### config.mk
export PLATFORM = sky130hd
export DESIGN_NAME = seq_mem_d1_streamer_flat
export DESIGN_NICKNAME = d
export VERILOG_FILES = /design/src/rtl/seq_mem_d1_streamer_pkg.sv /design/src/rtl/seq_mem_d1_streamer_if.sv /design/src/rtl/seq_mem_d1_streamer_fifo.sv /design/src/rtl/seq_mem_d1_streamer.sv /design/src/flat_wrapper.sv
export SDC_FILE = /design/constraint.sdc
export NUM_CORES = 1
export LEC_CHECK = 0
export BUFFER_PORTS_ARGS = -buffer_cell sky130_fd_sc_hd__clkbuf_2
export CELL_PAD_IN_SITES_DETAIL_PLACEMENT = 1
export CELL_PAD_IN_SITES_GLOBAL_PLACEMENT = 2
export CORE_ASPECT_RATIO = 1.5
export CORE_UTILIZATION = 37
export DETAILED_ROUTE_END_ITERATION = 8
export PLACE_DENSITY = 0.8
export SYNTH_ARGS = -nofsm -noshare
export SYNTH_HDL_FRONTEND = slang
export SYNTH_HIERARCHICAL = 1
export SYNTH_SLANG_ARGS = --single-unit
export TNS_END_PERCENT = 10
### constraint.sdc
create_clock -name clk -period 4.8 [get_ports clk]
set_input_delay 0.48 -clock clk [delete_from_list [all_inputs] [get_ports clk]]
set_output_delay 0.48 -clock clk [all_outputs]
set_load 0.03 [all_outputs]
### src/rtl/seq_mem_d1_streamer_pkg.sv
// Shared types and constants for the seq_mem_d1 streaming read engines.
package seq_mem_stream_pkg;

  typedef enum logic [1:0] {
    IDLE  = 2'd0,
    RUN   = 2'd1,
    DRAIN = 2'd2
  } stream_state_e;

  localparam int unsigned STREAM_FIFO_DEPTH = 2;

endpackage

### src/rtl/seq_mem_d1_streamer_if.sv
// Command, memory read port and output stream signals of the streamer.
// The slave modport is the streamer's view; master is the environment's view.
interface seq_mem_d1_streamer_if #(
  parameter int WIDTH     = 32,
  parameter int IDX_SIZE  = 4,
  parameter int LEN_WIDTH = IDX_SIZE + 1
);
  logic                 start_valid;
  logic                 start_ready;
  logic [IDX_SIZE-1:0]  base;
  logic [LEN_WIDTH-1:0] len;
  logic [IDX_SIZE-1:0]  mem_addr0;
  logic                 mem_read_en;
  logic [WIDTH-1:0]     mem_out;
  logic                 mem_read_done;
  logic [WIDTH-1:0]     out_data;
  logic                 out_valid;
  logic                 out_ready;
  logic                 done;
  logic                 err;

  modport slave (
    input  start_valid, base, len, mem_out, mem_read_done, out_ready,
    output start_ready, mem_addr0, mem_read_en, out_data, out_valid, done, err
  );

  modport master (
    output start_valid, base, len, mem_out, mem_read_done, out_ready,
    input  start_ready, mem_addr0, mem_read_en, out_data, out_valid, done, err
  );
endinterface

### src/rtl/seq_mem_d1_streamer_fifo.sv
// Two-entry register FIFO. head is the oldest entry and only changes on a pop
// (or on a push into an empty FIFO), so it is stable while the consumer stalls.
module stream_fifo2
  import seq_mem_stream_pkg::*;
#(
  parameter int WIDTH = 32
) (
  input  logic             clk,
  input  logic             reset,
  input  logic             push,
  input  logic [WIDTH-1:0] push_data,
  input  logic             pop,
  output logic [WIDTH-1:0] head,
  output logic [1:0]       count
);

  logic [WIDTH-1:0] tail;
  logic             do_pop;
  logic             do_push;

  assign do_pop  = pop & (count != 2'd0);
  assign do_push = push & ((count != 2'(STREAM_FIFO_DEPTH)) | do_pop);

  // Storage and occupancy update; simultaneous push and pop keeps occupancy.
  always_ff @(posedge clk or posedge reset) begin
    if (reset) begin
      head  <= '0;
      tail  <= '0;
      count <= '0;
    end else begin
      case ({do_push, do_pop})
        2'b10: begin
          if (count == 2'd0) head <= push_data;
          else               tail <= push_data;
          count <= count + 2'd1;
        end
        2'b01: begin
          head  <= tail;
          count <= count - 2'd1;
        end
        2'b11: begin
          if (count == 2'd1) begin
            head <= push_data;
          end else begin
            head <= tail;
            tail <= push_data;
          end
        end
        default: ;
      endcase
    end
  end

endmodule

### src/rtl/seq_mem_d1_streamer.sv
// Sequential read engine for seq_mem_d1: accepts (base, len), issues one read
// per cycle with address wrap, and streams the returned words through a
// two-entry FIFO so that backpressure never drops an in-flight read.
module seq_mem_d1_streamer
  import seq_mem_stream_pkg::*;
#(
  parameter int WIDTH     = 32,
  parameter int SIZE      = 16,
  parameter int IDX_SIZE  = 4,
  parameter int LEN_WIDTH = IDX_SIZE + 1
) (
  input  logic                  clk,
  input  logic                  reset,
  seq_mem_d1_streamer_if.slave  bus
);

  localparam logic [LEN_WIDTH-1:0] SIZE_L    = LEN_WIDTH'(SIZE);
  localparam logic [IDX_SIZE-1:0]  ADDR_LAST = IDX_SIZE'(SIZE - 1);

  stream_state_e        state, state_next;
  logic [IDX_SIZE-1:0]  addr;
  logic [LEN_WIDTH-1:0] issue_cnt;
  logic [LEN_WIDTH-1:0] accept_cnt;
  logic                 inflight;
  logic [1:0]           fifo_count;
  logic [WIDTH-1:0]     fifo_head;
  logic                 pop;
  logic                 room;
  logic                 issue;
  logic                 cmd_load;
  logic                 cmd_bad;
  logic                 done_next;
  logic                 err_next;
  logic                 done_q;
  logic                 err_q;
  logic [2:0]           occupancy;

  assign pop       = bus.out_valid & bus.out_ready;
  assign cmd_bad   = (LEN_WIDTH'(bus.base) >= SIZE_L) || (bus.len > SIZE_L);
  // Entries held plus the read still returning, less the word leaving now.
  assign occupancy = 3'(fifo_count) + 3'(inflight) - 3'(pop);
  assign room      = occupancy < 3'(STREAM_FIFO_DEPTH);

  // State register.
  always_ff @(posedge clk or posedge reset) begin
    if (reset) state <= IDLE;
    else       state <= state_next;
  end

  // Next state, read issue and command decode.
  always_comb begin
    state_next = state;
    issue      = 1'b0;
    cmd_load   = 1'b0;
    done_next  = 1'b0;
    err_next   = 1'b0;
    case (state)
      IDLE: begin
        if (bus.start_valid) begin
          if (cmd_bad) begin
            err_next = 1'b1;
          end else if (bus.len == '0) begin
            done_next = 1'b1;
          end else begin
            cmd_load   = 1'b1;
            state_next = RUN;
          end
        end
      end
      RUN: begin
        if ((issue_cnt != '0) && room) begin
          issue = 1'b1;
          if (issue_cnt == LEN_WIDTH'(1)) state_next = DRAIN;
        end
      end
      DRAIN: begin
        if (pop && (accept_cnt == LEN_WIDTH'(1))) begin
          done_next  = 1'b1;
          state_next = IDLE;
        end
      end
      default: state_next = IDLE;
    endcase
  end

  // Address/issue/accept counters, in-flight flag and status pulses.
  always_ff @(posedge clk or posedge reset) begin
    if (reset) begin
      addr       <= '0;
      issue_cnt  <= '0;
      accept_cnt <= '0;
      inflight   <= 1'b0;
      done_q     <= 1'b0;
      err_q      <= 1'b0;
    end else begin
      if (cmd_load) begin
        addr       <= bus.base;
        issue_cnt  <= bus.len;
        accept_cnt <= bus.len;
      end else begin
        if (issue) begin
          issue_cnt <= issue_cnt - LEN_WIDTH'(1);
          addr      <= (addr == ADDR_LAST) ? '0 : addr + IDX_SIZE'(1);
        end
        if (pop) accept_cnt <= accept_cnt - LEN_WIDTH'(1);
      end
      if (issue)                  inflight <= 1'b1;
      else if (bus.mem_read_done) inflight <= 1'b0;
      done_q <= done_next;
      err_q  <= err_next;
    end
  end

  stream_fifo2 #(.WIDTH(WIDTH)) u_fifo (
    .clk       (clk),
    .reset     (reset),
    .push      (bus.mem_read_done),
    .push_data (bus.mem_out),
    .pop       (pop),
    .head      (fifo_head),
    .count     (fifo_count)
  );

  assign bus.start_ready = (state == IDLE) & ~reset;
  assign bus.mem_read_en = issue;
  assign bus.mem_addr0   = issue ? addr : '0;
  assign bus.out_data    = fifo_head;
  assign bus.out_valid   = (fifo_count != 2'd0);
  assign bus.done        = done_q;
  assign bus.err         = err_q;

endmodule
### src/flat_wrapper.sv
// flat-port wrapper written by rule: the top's interface ports become plain ports
module seq_mem_d1_streamer_flat import seq_mem_stream_pkg::*;
#(
  parameter int WIDTH     = 32,
  parameter int SIZE      = 16,
  parameter int IDX_SIZE  = 4,
  parameter int LEN_WIDTH = IDX_SIZE + 1
)
  (clk, reset, bus_start_valid, bus_base, bus_len, bus_mem_out, bus_mem_read_done, bus_out_ready, bus_start_ready, bus_mem_addr0, bus_mem_read_en, bus_out_data, bus_out_valid, bus_done, bus_err);
  seq_mem_d1_streamer_if #(.WIDTH(WIDTH), .IDX_SIZE(IDX_SIZE), .LEN_WIDTH(LEN_WIDTH)) bus_i ();
  input  logic clk;
  input  logic reset;
  input wire logic [$bits(bus_i.start_valid)-1:0] bus_start_valid;
  input wire logic [$bits(bus_i.base)-1:0] bus_base;
  input wire logic [$bits(bus_i.len)-1:0] bus_len;
  input wire logic [$bits(bus_i.mem_out)-1:0] bus_mem_out;
  input wire logic [$bits(bus_i.mem_read_done)-1:0] bus_mem_read_done;
  input wire logic [$bits(bus_i.out_ready)-1:0] bus_out_ready;
  output wire logic [$bits(bus_i.start_ready)-1:0] bus_start_ready;
  output wire logic [$bits(bus_i.mem_addr0)-1:0] bus_mem_addr0;
  output wire logic [$bits(bus_i.mem_read_en)-1:0] bus_mem_read_en;
  output wire logic [$bits(bus_i.out_data)-1:0] bus_out_data;
  output wire logic [$bits(bus_i.out_valid)-1:0] bus_out_valid;
  output wire logic [$bits(bus_i.done)-1:0] bus_done;
  output wire logic [$bits(bus_i.err)-1:0] bus_err;
  assign bus_i.start_valid = bus_start_valid;
  assign bus_i.base = bus_base;
  assign bus_i.len = bus_len;
  assign bus_i.mem_out = bus_mem_out;
  assign bus_i.mem_read_done = bus_mem_read_done;
  assign bus_i.out_ready = bus_out_ready;
  assign bus_start_ready = bus_i.start_ready;
  assign bus_mem_addr0 = bus_i.mem_addr0;
  assign bus_mem_read_en = bus_i.mem_read_en;
  assign bus_out_data = bus_i.out_data;
  assign bus_out_valid = bus_i.out_valid;
  assign bus_done = bus_i.done;
  assign bus_err = bus_i.err;
  seq_mem_d1_streamer #(.WIDTH(WIDTH), .SIZE(SIZE), .IDX_SIZE(IDX_SIZE), .LEN_WIDTH(LEN_WIDTH)) u_core (.clk(clk), .reset(reset), .bus(bus_i));
endmodule
==> impl_metrics.toml, run 1 <==
[sta]
relSlewSlack = 0.3900
slew_viol_final = 0
tightest_slew_ns = 0.9123
timing.setup.tns_ns = 0
skew_ns = 0.008422
fmax_mhz = 272.3
finalHoldViolations = 0
period_share = 0.7652
period_minus_slack_ns = 3.673
rsz0062_at_grt = "false"
finalSetupViolCount = 0

[floorplanning]
die_y_um = 132.9
initial_core_util = 0.3825
die_x_um = 89.29
num_rows = 47
pin_count = 87
coreArea_um2 = 11060
die_area_um2 = 11870

[setup_path]
worstPathRequired_ns = 4.32
reg2reg_to = "u_core/issue_cnt[3]$_DFFE_PP0P_"
r2r_start = "u_core/u_fifo/count[1]$_DFFE_PP0P_"
r2r_cells = 9
path_delay_family = "adder cells"
crit_path_cell_trace = "o21ai_2 -> inv_1 -> ha_1 -> nand2b_1 -> fa_1 -> and3b_4 -> nand3_4 -> inv_4 -> and2_1 -> clkbuf_2"
critical_path.slowest_cell = "dfrtp_1"
worst_setup_path_start_kind = "flip-flop"
arrival_ns = 3.19
critPathBufInv = 3
max_stage_delay_ns = 0.52
crit_fanout = 10
end_kind = "output port"
crit_type = "reg -> out"
r2r_slack_ns = 1.79

[synthesis]
synth_common_cells = "dfrtp_1 (85), nand3_1 (38), o21ai_0 (37)"
synthTopCellsByArea = "dfrtp_1 (50%), mux2_2 (8.8%), a31oi_1 (4.6%)"
synth_fp_nets = 461
ys_warn_count = 6
synth_most_common_cell = "dfrtp_1"
yosysUniqueCellTypes = 45
seq_area_frac_synth = 0.5030
ys_ff_latch = 85
synthesis.instances = 402
synth_top_area_frac = 0.5030
synth-edff-count = 0
yosysTopAreaCell = "dfrtp_1"
async_reset_ff_frac = 1.000
synth.avg_cell_area_um2 = 10.52
ys.flop_type = "dfrtp_1"
synth.cell_area_um2 = 4229

[clock_tree]
cts_htree_levels = 3
cts_buffers = 9
cts_tree = "done"
clockBufferDepth = 2
worstSkewPairLatency_ns = 0.34
cts_hold_buffers = 0
clkTransAtPathRegs_ns = 0.07
cts-root-buf = "clkbuf_16"
cts.sinks = 85
cts_resized = 0
post_cts_buffers = 0

[drt]
vias = 3455
dr.pass1.iters = 4
wl_per_cell_um = 17.96
antenna_left = 0
post_drt_via_cell_ratio = 5.493
drcViolationCount = 0
drt_iter0_drc = 125
wirelength_um = 11300

[place]
io_buffers = 86
gp_congestion = 0.7904
dpl.cell_count = 613
dp_hpwl_um = 7549

[final_layout]
area_delta_synth_final_pct = 19.14
n_antenna_cell = 0
final_nets = 536
instances_no_fill = 629
drive_gt1_frac = 0.3257
final_util = 0.4557

[global_routing]
grt_max_degree = 67
gr-total-overflow = 0
antenna_found_initial = 0
grt_pass1_vias = 3624
grt_pass1_wl_um = 18600
grt_util_all_layers = 0.2083

[power]
p_per_area_nw_per_um2 = 787.0
max-vdd-ir-drop_uv = 284.4
p_leak_nw = 2.210

[run]
drv_cap = 0

[worst_hold_path]
hp-class = "in -> async"

[status]
status = "complete, no violations"
-- flip-flops by register name, summed over array words and instances (netlist names) --
name / flops
u_core/u_fifo/head: 32
u_core/u_fifo/tail: 32
u_core/accept_cnt: 5
u_core/issue_cnt: 5
u_core/addr: 4
u_core/state: 2
u_core/u_fifo/count: 2
u_core/bus.done: 1
u_core/bus.err: 1
u_core/inflight: 1
-- worst reg2reg max path, cell delays in order (launching register included) --
cell and delay [ns]:
dfrtp_1 0.52, o21ai_2 0.34, inv_1 0.20, ha_1 0.30, nand2b_1 0.16, fa_1 0.50, and3b_4 0.23, nand3_4 0.14
or3_1 0.38, a31oi_1 0.16
-- per-stage QoR --
step	area, um2	setup slack, ns	hold slack [ns]	power [mW]
6_report	5039	1.127	0.1877	3.966
5_1_grt	5039	0.8884	0.2544	4.258
4_1_cts	5039	1.085	0.2170	4.021
3_5_place_dp	4746	1.474	0.4945	3.311
3_3_place_gp	4746	1.571	0.4865	3.233
2_1_floorplan	4229	1.667	0.4311	2.801
-- worst max-delay path by stage --
stage                                       start               end  slack (ns)  cells past startpoint
4_1_cts        u_core/u_fifo/count[1]$_DFFE_PP0P_  bus_mem_addr0[1]        1.08                     10
3_3_place_gp   u_core/u_fifo/count[1]$_DFFE_PP0P_  bus_mem_addr0[2]        1.57                     10
5_1_grt        u_core/u_fifo/count[1]$_DFFE_PP0P_  bus_mem_addr0[0]        0.89                     10
2_1_floorplan  u_core/u_fifo/count[1]$_DFFE_PP0P_  bus_mem_addr0[0]        1.67                      9
3_5_place_dp   u_core/u_fifo/count[1]$_DFFE_PP0P_  bus_mem_addr0[1]        1.47                     10
6_report       u_core/u_fifo/count[1]$_DFFE_PP0P_  bus_mem_addr0[3]        1.13                     10
-- cell type report --
type | instances | area, um2
fill | 1296 | 6017
sequential | 85 | 2127
multi-input combinational | 272 | 1886
timing repair buffer | 94 | 490.5
clock buffer | 11 | 232.7
tap | 147 | 183.9
clock inverter | 5 | 60.06
inverter | 15 | 58.81
-- power by group --
group,leakage [nW],switching [mW],internal (mW)
logic,1.08,1.19,0.746
clock network,0.140,0.293,0.406
registers,0.988,0.251,1.08
total,2.21,1.73,2.23
-- layer usage --
| metal | share of wire | GRT usage |
|---|---|---|
| met3 | 0.041 | 0.04616 |
| met5 | 0 | 0 |
| met2 | 0.55 | 0.3702 |
| met1 | 0.39 | 0.2390 |
| met4 | 0.018 | 0.07407 |
-- cells in the final DEF (no fill, tap or decap), drive strengths merged, types with 2 or more instances in the layout --
master  synthesis  final
nand2b          4      4
and3b           3      3
dfrtp          85     85
nor3           37     37
nor2            9      9
nand2          12     12
and3            4      4
and2            5      5
a31oi          35     35
nand3          39     39
xor2            2      2
nor4            2      2
o21ai          38     38
a211oi          2      2
or3             3      3
or2             2      2
mux2i           2      2
inv            15     16
a21oi          12     12
xnor2           5      5
ha             12     12
buf            11      8
o311ai          2      2
clkbuf         19     97
mux2           33     33
clkinv          0      2
-- cell families (layout without fill, tap and decap cells) --
kind of cell	after synthesis	in the layout	share of synthesized area
xor+xnor	7	7	0.01894
fa+ha+maj	13	13	0.04024
simple gates	126	126	0.1630
flops	85	85	0.5030
buf+inv	45	125	0.05148
compound gates	91	91	0.1308
mux	35	35	0.09260
Power figures use the tool's default switching activity.
==> run 2, diff against run 1 <==
- CORE_UTILIZATION: 37 -> 31
- PLACE_DENSITY: 0.8 -> 0.71
- clock period: 4.8 -> 3.1 ns (I/O delays scaled with it)
==> run 2 against run 1 <==
  * Clock skew rose by 0.00079 ns
  * Sequential power is 54% higher
  * Sequential cell count unchanged
  * Combinational power up 67%
  * Non-clock buffer count is 9 higher
==> impl_metrics.toml, run 2 (synthesis results as in run 1) <==
[floorplanning]
die_y_um = 145.1
die_area_um2 = 14120
die_x_um = 97.37
initial_core_util = 0.3217
coreArea_um2 = 13150
pin_count = 87
num_rows = 51

[global_routing]
grt_util_all_layers = 0.1750
grt_pass1_vias = 3745
grt_pass1_wl_um = 19550
antenna_found_initial = 0
gr-total-overflow = 0
grt_max_degree = 67

[final_layout]
reg.largest.list = "u_core/u_fifo/head (32), u_core/u_fifo/tail (32)"
final_nets = 545
nFillCells = 1465
seq_area_um2 = 2128
final_util = 0.3908
instances_no_fill = 649
multi_input_area_um2 = 1893
drive_gt1_frac = 0.3408
final_cell_mix = "dfrtp_1 (84), clkbuf_2 (82), nand3_1 (38)"
layout_commonest_cell = "dfrtp_1"
n_antenna_cell = 0
area_delta_synth_final_pct = 21.48

[sta]
timing.setup.tns_ns = 0
finalHoldViolations = 0
period_minus_slack_ns = 2.974
tightest_slew_ns = 0.7820
rsz0062_at_grt = "true"
holdWs_ns = 0.05341
skew_ns = 0.009214
slew_viol_final = 0
relSlewSlack = 0.4781
period_share = 0.9592
fmax_mhz = 336.3
finalSetupViolCount = 0

[setup_path]
cp.depth = 10
worst_setup_path_endpoint = "bus_mem_addr0[2]"
crit_fanout = 7
critical_path.slowest_cell = "fa_1"
critPathBufInv = 3
path_delay_family = "adder cells"
worstPathRequired_ns = 2.79
r2r_slack_ns = 0.52
end_kind = "output port"
r2r_start = "u_core/u_fifo/count[0]$_DFFE_PP0P_"
worst_setup_path_start_kind = "flip-flop"
startpoint = "u_core/u_fifo/count[0]$_DFFE_PP0P_"
crit_path_cell_trace = "o21ai_4 -> inv_1 -> ha_1 -> nand2b_1 -> fa_1 -> and3b_4 -> nand3_4 -> inv_6 -> and2_1 -> buf_4"
reg2reg_to = "u_core/issue_cnt[3]$_DFFE_PP0P_"
max_stage_delay_ns = 0.51
r2r_cells = 9
crit_type = "reg -> out"
arrival_ns = 2.66

[clock_tree]
clkTransAtPathRegs_ns = 0.06
clockBufferDepth = 2
cts_tree = "done"
cts-root-buf = "clkbuf_16"
cts.sinks = 85
cts_buffers = 9
worstSkewPairLatency_ns = 0.33
cts_hold_buffers = 0
cts_htree_levels = 3

[drt]
post_drt_via_cell_ratio = 5.333
drt_iter0_drc = 84
wl_per_cell_um = 18.48
wirelength_um = 11990
dr.pass1.iters = 4
drcViolationCount = 0
vias = 3461
antenna_left = 0

[place]
gp_congestion = 0.7230
dp_hpwl_um = 7837
io_buffers = 86
dpl.cell_count = 628

[power]
p_leak_nw = 2.258
p_per_area_nw_per_um2 = 1226
max-vdd-ir-drop_uv = 481.1

[run]
drv_cap = 0

[status]
status = "complete, no violations"

[worst_hold_path]
hp-class = "in -> async"
run 2: cell types whose count changed in the layout (fill, tap and decap cells not counted), sizes merged:
cell,previous run,this run
buf,8,21
bufinv,1,0
clkbuf,97,94
clkinvlp,1,0
run 2: what timing repair did:
| item | 4_1_cts | 5_1_grt |
|---|---|---|
| endpoints found under the setup margin | 5 | 4 |
| pin swaps | 1 | 1 |
| gates resized for setup | 7 | 4 |
| buffers inserted | 2 | 4 |
run 2: cell type report:
type	instances	area share
Sequential cell	85	0.4143
Timing Repair Buffer	103	0.1130
Inverter	15	0.01193
Clock inverter	3	0.003653
Tap cell	159	0.03872
Multi-Input combinational cell	272	0.3685
Clock buffer	12	0.04993
run 2: metrics by stage:
stage          area (um2)  setup WS [ns]  total power [mW]
2_1_floorplan        4229         0.1368             4.337
3_3_place_gp         4796         0.3026             5.070
3_5_place_dp         4796         0.1941             5.199
4_1_cts              5107        0.02737             6.314
5_1_grt              5137       -0.01396             6.746
6_report             5137         0.1264             6.300
run 2: metal layers:
metal	part of all wire	up-vias	track usage
li1	-	1617	-
met4	0.018	0	0.06471
met2	0.53	70	0.3122
met5	0	-	0
met3	0.041	15	0.03565
met1	0.41	1759	0.2041
run 2: how the worst min path moves through the flow:
stage	endpoint	from	slack, ns	depth (start not counted)
after floorplan	u_core/accept_cnt[0]$_DFFE_PP0P_	reset	0.26	1
after global placement	u_core/u_fifo/tail[14]$_DFFE_PP0P_	reset	0.42	3
after detailed placement	u_core/u_fifo/head[13]$_DFFE_PP0P_	reset	0.43	3
after CTS	u_core/u_fifo/head[11]$_DFFE_PP0P_	reset	0.06	3
after global routing	u_core/u_fifo/tail[14]$_DFFE_PP0P_	reset	0.09	3
final	u_core/u_fifo/tail[14]$_DFFE_PP0P_	reset	0.05	3
run 2: worst register-to-register path: cells and delay by family, from the launching register on:
family                     cells  cell delay (ns)
and+or+nand+nor                4             0.90
AOI/OAI and AO/OA              2             0.32
DFF                            1             0.43
adders and majority gates      2             0.78
buffers and inverters          1             0.08
run 2: power by group:
group          total (mW)  switching (mW)  internal, mW
registers            2.05           0.371          1.68
clock network        1.02           0.435         0.583
logic                3.23            1.93          1.30
